--- src/rtl/pipe_ctrl.sv ---
// pipe_ctrl: stall arbitration and exception/ERET flush sequencing for the
// five-stage core. A flush raised while the data-SRAM access in MEM is still
// outstanding is deferred (DRAIN) until that access completes.
//
// Optional build macro: PIPE_CTRL_PERF_EN enables saturating stall-cycle and
// flush counters; without it both perf outputs are tied to zero.
//
// state | meaning
// ------+--------------------------------------------------------------
// RUN   | normal operation; stall arbitration, immediate flushes
// DRAIN | exception latched, holding pipe until MEM access completes
module pipe_ctrl #(
    parameter logic [31:0] EXC_ENTRY = 32'hBFC00380,
    parameter logic [31:0] ERET_CODE = 32'h0000000E
) (
    input  logic        clk,
    input  logic        rst,
    input  logic        stallreq_from_if,
    input  logic        stallreq_from_id,
    input  logic        stallreq_from_ex,
    input  logic        stallreq_from_mem,
    input  logic [31:0] excepttype_i,
    input  logic [31:0] cp0_epc_i,
    output logic [5:0]  stall,
    output logic        flush,
    output logic [31:0] new_pc,
    output logic [31:0] perf_stall_cycles,
    output logic [31:0] perf_flush_count
);

    typedef enum logic {RUN = 1'b0, DRAIN = 1'b1} state_t;

    localparam logic [5:0] STALL_MEM  = 6'b011111;
    localparam logic [5:0] STALL_EX   = 6'b001111;
    localparam logic [5:0] STALL_ID   = 6'b000111;
    localparam logic [5:0] STALL_IF   = 6'b000011;
    localparam logic [5:0] STALL_NONE = 6'b000000;

    state_t      state_q;
    state_t      state_d;
    logic [31:0] exc_q;
    logic [31:0] pc_q;

    logic        exc_present;
    logic [31:0] exc_target;
    logic        defer_exc;

    assign exc_present = (excepttype_i != 32'd0);
    assign exc_target  = (excepttype_i == ERET_CODE) ? cp0_epc_i : EXC_ENTRY;
    assign defer_exc   = (state_q == RUN) && exc_present && stallreq_from_mem;

    // State register plus capture of the deferred exception and its target
    always_ff @(posedge clk) begin
        if (rst) begin
            state_q <= RUN;
            exc_q   <= 32'd0;
            pc_q    <= 32'd0;
        end else begin
            state_q <= state_d;
            if (defer_exc) begin
                exc_q <= excepttype_i;
                pc_q  <= exc_target;
            end
        end
    end

    // Next-state: enter DRAIN on a deferred exception, leave once MEM frees up
    always_comb begin
        state_d = state_q;
        case (state_q)
            RUN:     if (exc_present && stallreq_from_mem) state_d = DRAIN;
            DRAIN:   if (!stallreq_from_mem)               state_d = RUN;
            default: state_d = RUN;
        endcase
    end

    // Outputs: combinational from inputs and state, all forced low in reset
    always_comb begin
        stall  = STALL_NONE;
        flush  = 1'b0;
        new_pc = 32'd0;
        if (!rst) begin
            case (state_q)
                RUN: begin
                    if (exc_present) begin
                        if (stallreq_from_mem) begin
                            stall = STALL_MEM;
                        end else begin
                            flush  = 1'b1;
                            new_pc = exc_target;
                        end
                    end else if (stallreq_from_mem) begin
                        stall = STALL_MEM;
                    end else if (stallreq_from_ex) begin
                        stall = STALL_EX;
                    end else if (stallreq_from_id) begin
                        stall = STALL_ID;
                    end else if (stallreq_from_if) begin
                        stall = STALL_IF;
                    end
                end
                DRAIN: begin
                    // exc_q is always nonzero here; the check guards against
                    // flushing on a capture that never happened
                    if (stallreq_from_mem) begin
                        stall = STALL_MEM;
                    end else if (exc_q != 32'd0) begin
                        flush  = 1'b1;
                        new_pc = pc_q;
                    end
                end
                default: ;
            endcase
        end
    end

`ifdef PIPE_CTRL_PERF_EN
    logic [31:0] stall_cnt_q;
    logic [31:0] flush_cnt_q;

    // Saturating event counters, cleared by reset
    always_ff @(posedge clk) begin
        if (rst) begin
            stall_cnt_q <= 32'd0;
            flush_cnt_q <= 32'd0;
        end else begin
            if ((stall != STALL_NONE) && (stall_cnt_q != 32'hFFFFFFFF))
                stall_cnt_q <= stall_cnt_q + 32'd1;
            if (flush && (flush_cnt_q != 32'hFFFFFFFF))
                flush_cnt_q <= flush_cnt_q + 32'd1;
        end
    end

    assign perf_stall_cycles = stall_cnt_q;
    assign perf_flush_count  = flush_cnt_q;
`else
    assign perf_stall_cycles = 32'd0;
    assign perf_flush_count  = 32'd0;
`endif

endmodule

--- config.mk ---
export PLATFORM = sky130hd
export DESIGN_NAME = pipe_ctrl
export DESIGN_NICKNAME = d
export VERILOG_FILES = /design/src/rtl/pipe_ctrl.sv
export SDC_FILE = /design/constraint.sdc
export NUM_CORES = 1
export LEC_CHECK = 0
export BUFFER_PORTS_ARGS = -buffer_cell sky130_fd_sc_hd__buf_2
export CAP_MARGIN = 10
export CORE_ASPECT_RATIO = 1.4
export CORE_MARGIN = 2
export CORE_UTILIZATION = 54
export DETAILED_ROUTE_END_ITERATION = 16
export HOLD_SLACK_MARGIN = 0.06
export PLACE_DENSITY_LB_ADDON = 0.08
export SLEW_MARGIN = 30
export SYNTH_ARGS = -nofsm -noshare
export SYNTH_HDL_FRONTEND = slang
export SYNTH_SLANG_ARGS = --single-unit
--- constraint.sdc ---
create_clock -name clk -period 4.75 [get_ports clk]
set_clock_uncertainty 0.15 [all_clocks]
set_input_delay 0.7125 -clock clk [delete_from_list [all_inputs] [get_ports clk]]
set_output_delay 0.7125 -clock clk [all_outputs]
set_load 0.005 [all_outputs]
## Word level (Yosys, flattened, before mapping)

Index checks and enable logic that the tools add are counted.

| word-level totals | value |
|---|---|
| register bits after elaboration | 65 |
| output and inout bits | 103 |
| input port bits | 70 |
| word-level logic and storage cells | 34 |

| cells by class | value |
|---|---|
| reductions and logical operators | 5 |
| equality and inequality tests | 1 |
| bitwise gates (word level) | 1 |
| mux-type cells | 24 |

Operators by type and width:

| cell | count |
|---|---|
| 2-to-1 mux 32 bit | 6 |
| case mux 32 bit (2 select lines) | 1 |
| nonzero test 32 bit | 2 |
| == test 32 x 4 -> 1 bit (second input constant) | 1 |
| 2-to-1 mux 6 bit | 2 |
| case mux 6 bit (2 select lines) | 1 |
| 2-to-1 mux 5 bit | 2 |
| 2-to-1 mux 1 bit | 7 |
| 2-to-1 mux 4 bit | 1 |
| case mux 1 bit (2 select lines) | 2 |
| logical AND 1 bit | 3 |
| 2-to-1 mux 3 bit | 1 |
| 2-to-1 mux 2 bit | 1 |
| inverter 1 bit | 1 |

## Longest topological paths before layout

| depth | value |
|---|---|
| word-level depth | 7 |
| mapped depth | 7 |

## Worst setup path after synthesis

No wires, ideal clock.

| timing path | value |
|---|---|
| kind | input port to output port |
| start point | input port excepttype_i[22] |
| end point | output port stall[1] |
| data required time | 3888 ps |
| stages | 7 |
| data arrival time | 1974 ps |
| slack | 1914 ps |
| buffers on the path | 3 |
| cell sequence | nor4_2 -> and4_4 -> buf_6 -> buf_2 -> nand4_1 -> a21oi_1 -> buf_4 |

| between the ends | value |
|---|---|
| word-level cells in the longest chain between the ends | 4 |

RTL lines:

| element | RTL line | text |
|---|---|---|
| from (decl) | 22 | `input logic [31:0] excepttype_i,` |
| nonzero test 32 bit | 48 | `assign exc_present = (excepttype_i != 32'd0);` |
| 2-to-1 mux 6 bit | 85 | `if (exc_present) begin` |
| case mux 6 bit (2 select lines) | 83 | `case (state_q)` |
| 2-to-1 mux 6 bit | 82 | `if (!rst) begin` |
| to (decl) | 24 | `output logic [5:0] stall,` |

Every way passes these cells.

## Final worst setup path

| timing path | value |
|---|---|
| start point | input port excepttype_i[19] |
| end point | output port new_pc[3] |

| between the ends | value |
|---|---|
| word-level cells in the longest chain between the ends | 6 |
| elaborated cells between the ends (all ways) | 7 |
| those cells by class | eq/ne: 1; mux: 5; reduce/logical: 1 |

RTL lines:

| element | RTL line | text |
|---|---|---|
| == test 32 x 4 -> 1 bit | 49 | `assign exc_target = (excepttype_i == ERET_CODE) ? cp0_epc_i : EXC_ENTRY;` |
| 2-to-1 mux 32 bit | 49 |  |
| 2-to-1 mux 32 bit | 86 | `if (stallreq_from_mem) begin` |
| 2-to-1 mux 32 bit * | 85 |  |
| case mux 32 bit (2 select lines) * | 83 |  |
| 2-to-1 mux 32 bit * | 82 |  |
| to (decl) | 26 | `output logic [31:0] new_pc,` |

Mark *: on every way between the ends. The rest lies on a longest branch, timed or not.

==> run summary <==
* 22.9% — Global Route Usage Sum
* 6740 microns — HPWL after detailed placement
* 2.35 ns — setup slack of the worst register-to-register path
* 0 — antenna violations before repair
* 0.962 ns — Least-Margin Pin Slew
* 3 — CTS H-tree lvls
* 0.820 — routability congestion estimate from global placement
* dfxtp_1 (29%), buf_4 (12%), nand2b_1 (8.6%) — top area cells in the synthesized netlist
* clkbuf_16 — CTS Root Buffer Type
* 3696 — via count
* met4 — top routing layer used
* 0 — Post-CTS Setup Inserts
* 173 — number of ports placed on the die boundary
* 4180 microns — routed metal-1 wirelength
* 54.8% — Initial Utilization
* buf_2 (107), inv_1 (65), conb_1 (65) — top library cells by usage in the layout, fill and taps aside
* 107 — Port Buf Inserts
* 0.00441 sq mm — Netlist Area Pre-Place
* 497 — gate count of the mapped netlist
* 0.00892 sq mm — die area
* 2 — Clock Tree Buf Depth
* 0 — Post-CTS Hold Fix Bufs
* 294 mW/mm^2 — P per Cell Area
* 65 — clock sinks
* 684 — fin cells
* 240 uV — worst supply voltage drop on vdd
* 267 — drt initial violations
* 0.32 ns — clock latency on the worst-skew pair
* output port — Worst Setup End Kind
* 29.9% — proportion of layout cells with a drive suffix above 1
* buf_2 — most common cell after layout, fill and taps aside
* 9 — number of buffers created by CTS
* 0 — quantity of gates resized following cts
* 0.00805 sq mm — standard cell core area
* 4 — logic depth of the worst register-to-register path
* 77.9% — share of the clock period used by the worst path after layout
* 10100 microns — post-detailed-routing wire length
* 35.9% — Slew Limit Headroom
* 0.270 GHz — fmax
* 2 — worst hold path cell count
* 773 — filler cell count in the final layout
* 35 — count of different cell masters after synthesis
* pc_q[24]$_SDFFE_PP0P_ — Worst Hold End
* 102 — pin count of the biggest net entering global routing
* 0 — Routed Antenna Nets
* 11.9% — area growth from synthesis to layout
* 29.5% — portion of synthesized cell area occupied by the leading cell type
* no — RSZ-0062 raised after global routing
* 5.40 — Via density
* 1.04 ns — dpl ws
* 2.11 nW — Pleak
* 0 — final-report hold violation count
* 3428 — via count of the first global-routing pass
* 0 — DRC violations left
* 648 — Post-layout nets
* 4 — drt first pass iters
* input pin — Startpoint Class
* 0 — max-slew violations
* 5100 microns — met2 WL post-DR
* in -> out — Crit Path Class
* 0 — number of setup violations in the final report
* 29.5% — sequential share of the synthesized area
* 0 — total global routing overflow
* dfxtp_1 — largest area contributor in the synthesized netlist
* 0 — warning count from the yosys run
* 111 microns — vertical die dimension
* exc_q[21]$_SDFFE_PP0P_ — Worst R2R End
* 33 — CP max FO
* 0.05 ns — clock edge transition at the registers on the reported setup and hold paths
* 0 ns — setup total negative slack
* 80.4 microns — die width
* pc_q[24]$_SDFFE_PP0P_ — min-delay src
* 39 — FP Rows
* complete, no violations — outcome
* 65 — number of synthesized register bits
* 3.89 ns — required time of the critical path
* 16500 microns — wire length of the first global-routing pass
* 3.70 ns — post-route minimum period
* state_q$_SDFF_PP0_ — Worst R2R Start
* built — CTS tree
* 0 — diode insertion count for antenna repair
* reg -> reg — Tightest Hold Check Type
* 669 — total instance count after detailed placement
* 0 — number of max-capacitance violations reported
* 620 microns — routed length on met3
* 14.7 microns — Routed wire per std cell
* 8.88 sq um — average cell area after synthesis
* 2.84 ns — endpoint arrival time on the critical path
* 1.05 ns — worst setup margin
-- metrics by stage --
| stage | area, sq um | power [W] | utilization, % | hold WS (ns) |
|---|---|---|---|---|
| after global placement | 4640 | 0.000803 | 57.6 | 0.305 |
| after floorplan | 4650 | 0.000774 | - | 0.292 |
| final | 4940 | 0.00145 | 61.3 | 0.319 |
| after CTS | 4940 | 0.00146 | 61.3 | 0.322 |
| after global routing | 4940 | 0.00151 | 61.3 | 0.340 |
| after detailed placement | 4640 | 0.000806 | 57.6 | 0.311 |
-- where the power goes --
group / switching [W] / internal, W
sequential: 0.0000131 / 0.000572
clock: 0.000224 / 0.000430
combinational: 0.000129 / 0.0000821
-- flip-flops by register name, indices dropped and copies added (netlist names) --
signal and cells:
exc_q 32, pc_q 32, state_q 1
-- cells in the mapped netlist --
| master | instances |
|---|---|
| a221oi_1 | 25 |
| buf_4 | 71 |
| and4_4 | 1 |
| nand4_1 | 27 |
| a311o_2 | 1 |
| clkbuf_1 | 22 |
| and4_1 | 2 |
| nand3b_1 | 3 |
| o211ai_1 | 12 |
| a21oi_1 | 9 |
| mux2i_1 | 29 |
| a221oi_2 | 14 |
| dfxtp_1 | 65 |
| and3_1 | 1 |
| o31ai_1 | 1 |
| o32ai_1 | 2 |
| o21ai_2 | 1 |
| o32ai_2 | 18 |
| and4b_1 | 1 |
| o2111ai_1 | 6 |
| nor2_1 | 4 |
| conb_1 | 1 |
| a311oi_1 | 1 |
| or3_1 | 2 |
| buf_1 | 1 |
| nor3_1 | 1 |
| o31a_1 | 1 |
| buf_2 | 9 |
| nor4_1 | 8 |
| nor4_2 | 6 |
| nand2b_1 | 61 |
| nand2_1 | 15 |
| o21ai_1 | 3 |
| buf_6 | 8 |
| inv_1 | 65 |
-- worst max-delay path by stage --
stage                     end              from
global route        new_pc[0]  excepttype_i[22]
global placement    new_pc[0]  excepttype_i[19]
detailed placement  new_pc[0]  excepttype_i[19]
finish              new_pc[3]  excepttype_i[19]
CTS                 new_pc[0]  excepttype_i[19]
floorplan            stall[1]  excepttype_i[22]
-- cell type report --
| cell class | instances | area (sq um) | share of cell area [%] |
|---|---|---|---|
| Inverter | 65 | 244 | 4.94 |
| Multi-Input combinational cell | 320 | 2350 | 47.7 |
| Sequential cell | 65 | 1300 | 26.4 |
| Timing Repair Buffer | 117 | 611 | 12.4 |
| Clock buffer | 12 | 256 | 5.20 |
| Clock inverter | 3 | 40.0 | 0.811 |
| Tap cell | 102 | 128 | 2.59 |
-- logic make-up (layout without fill, tap and decap cells) --
logic type             Yosys count  count (layout)  share of synthesized area [%]
DFF                             65              65                           29.5
buffers and inverters          176             197                           22.6
muxes                           29              29                           6.58
other                            1              65                         0.0850
AOI/OAI and AO/OA               94              94                           22.4
and+or+nand+nor                132             132                           18.9
-- layer usage --
| metal | vias up | track usage, % |
|---|---|---|
| met2 | 136 | 37.9 |
| met1 | 1753 | 29.8 |
| met5 | - | 0 |
| met3 | 13 | 3.58 |
| met4 | 0 | 8.25 |
| li1 | 1794 | - |
-- critical path, stage by stage --
cell      delay (ns)
buf_2           0.11
nor4_2          0.36
and4_4          0.50
a311o_2         0.80
a221oi_1        0.15
buf_2           0.19
(Power assumes the default switching activity.)
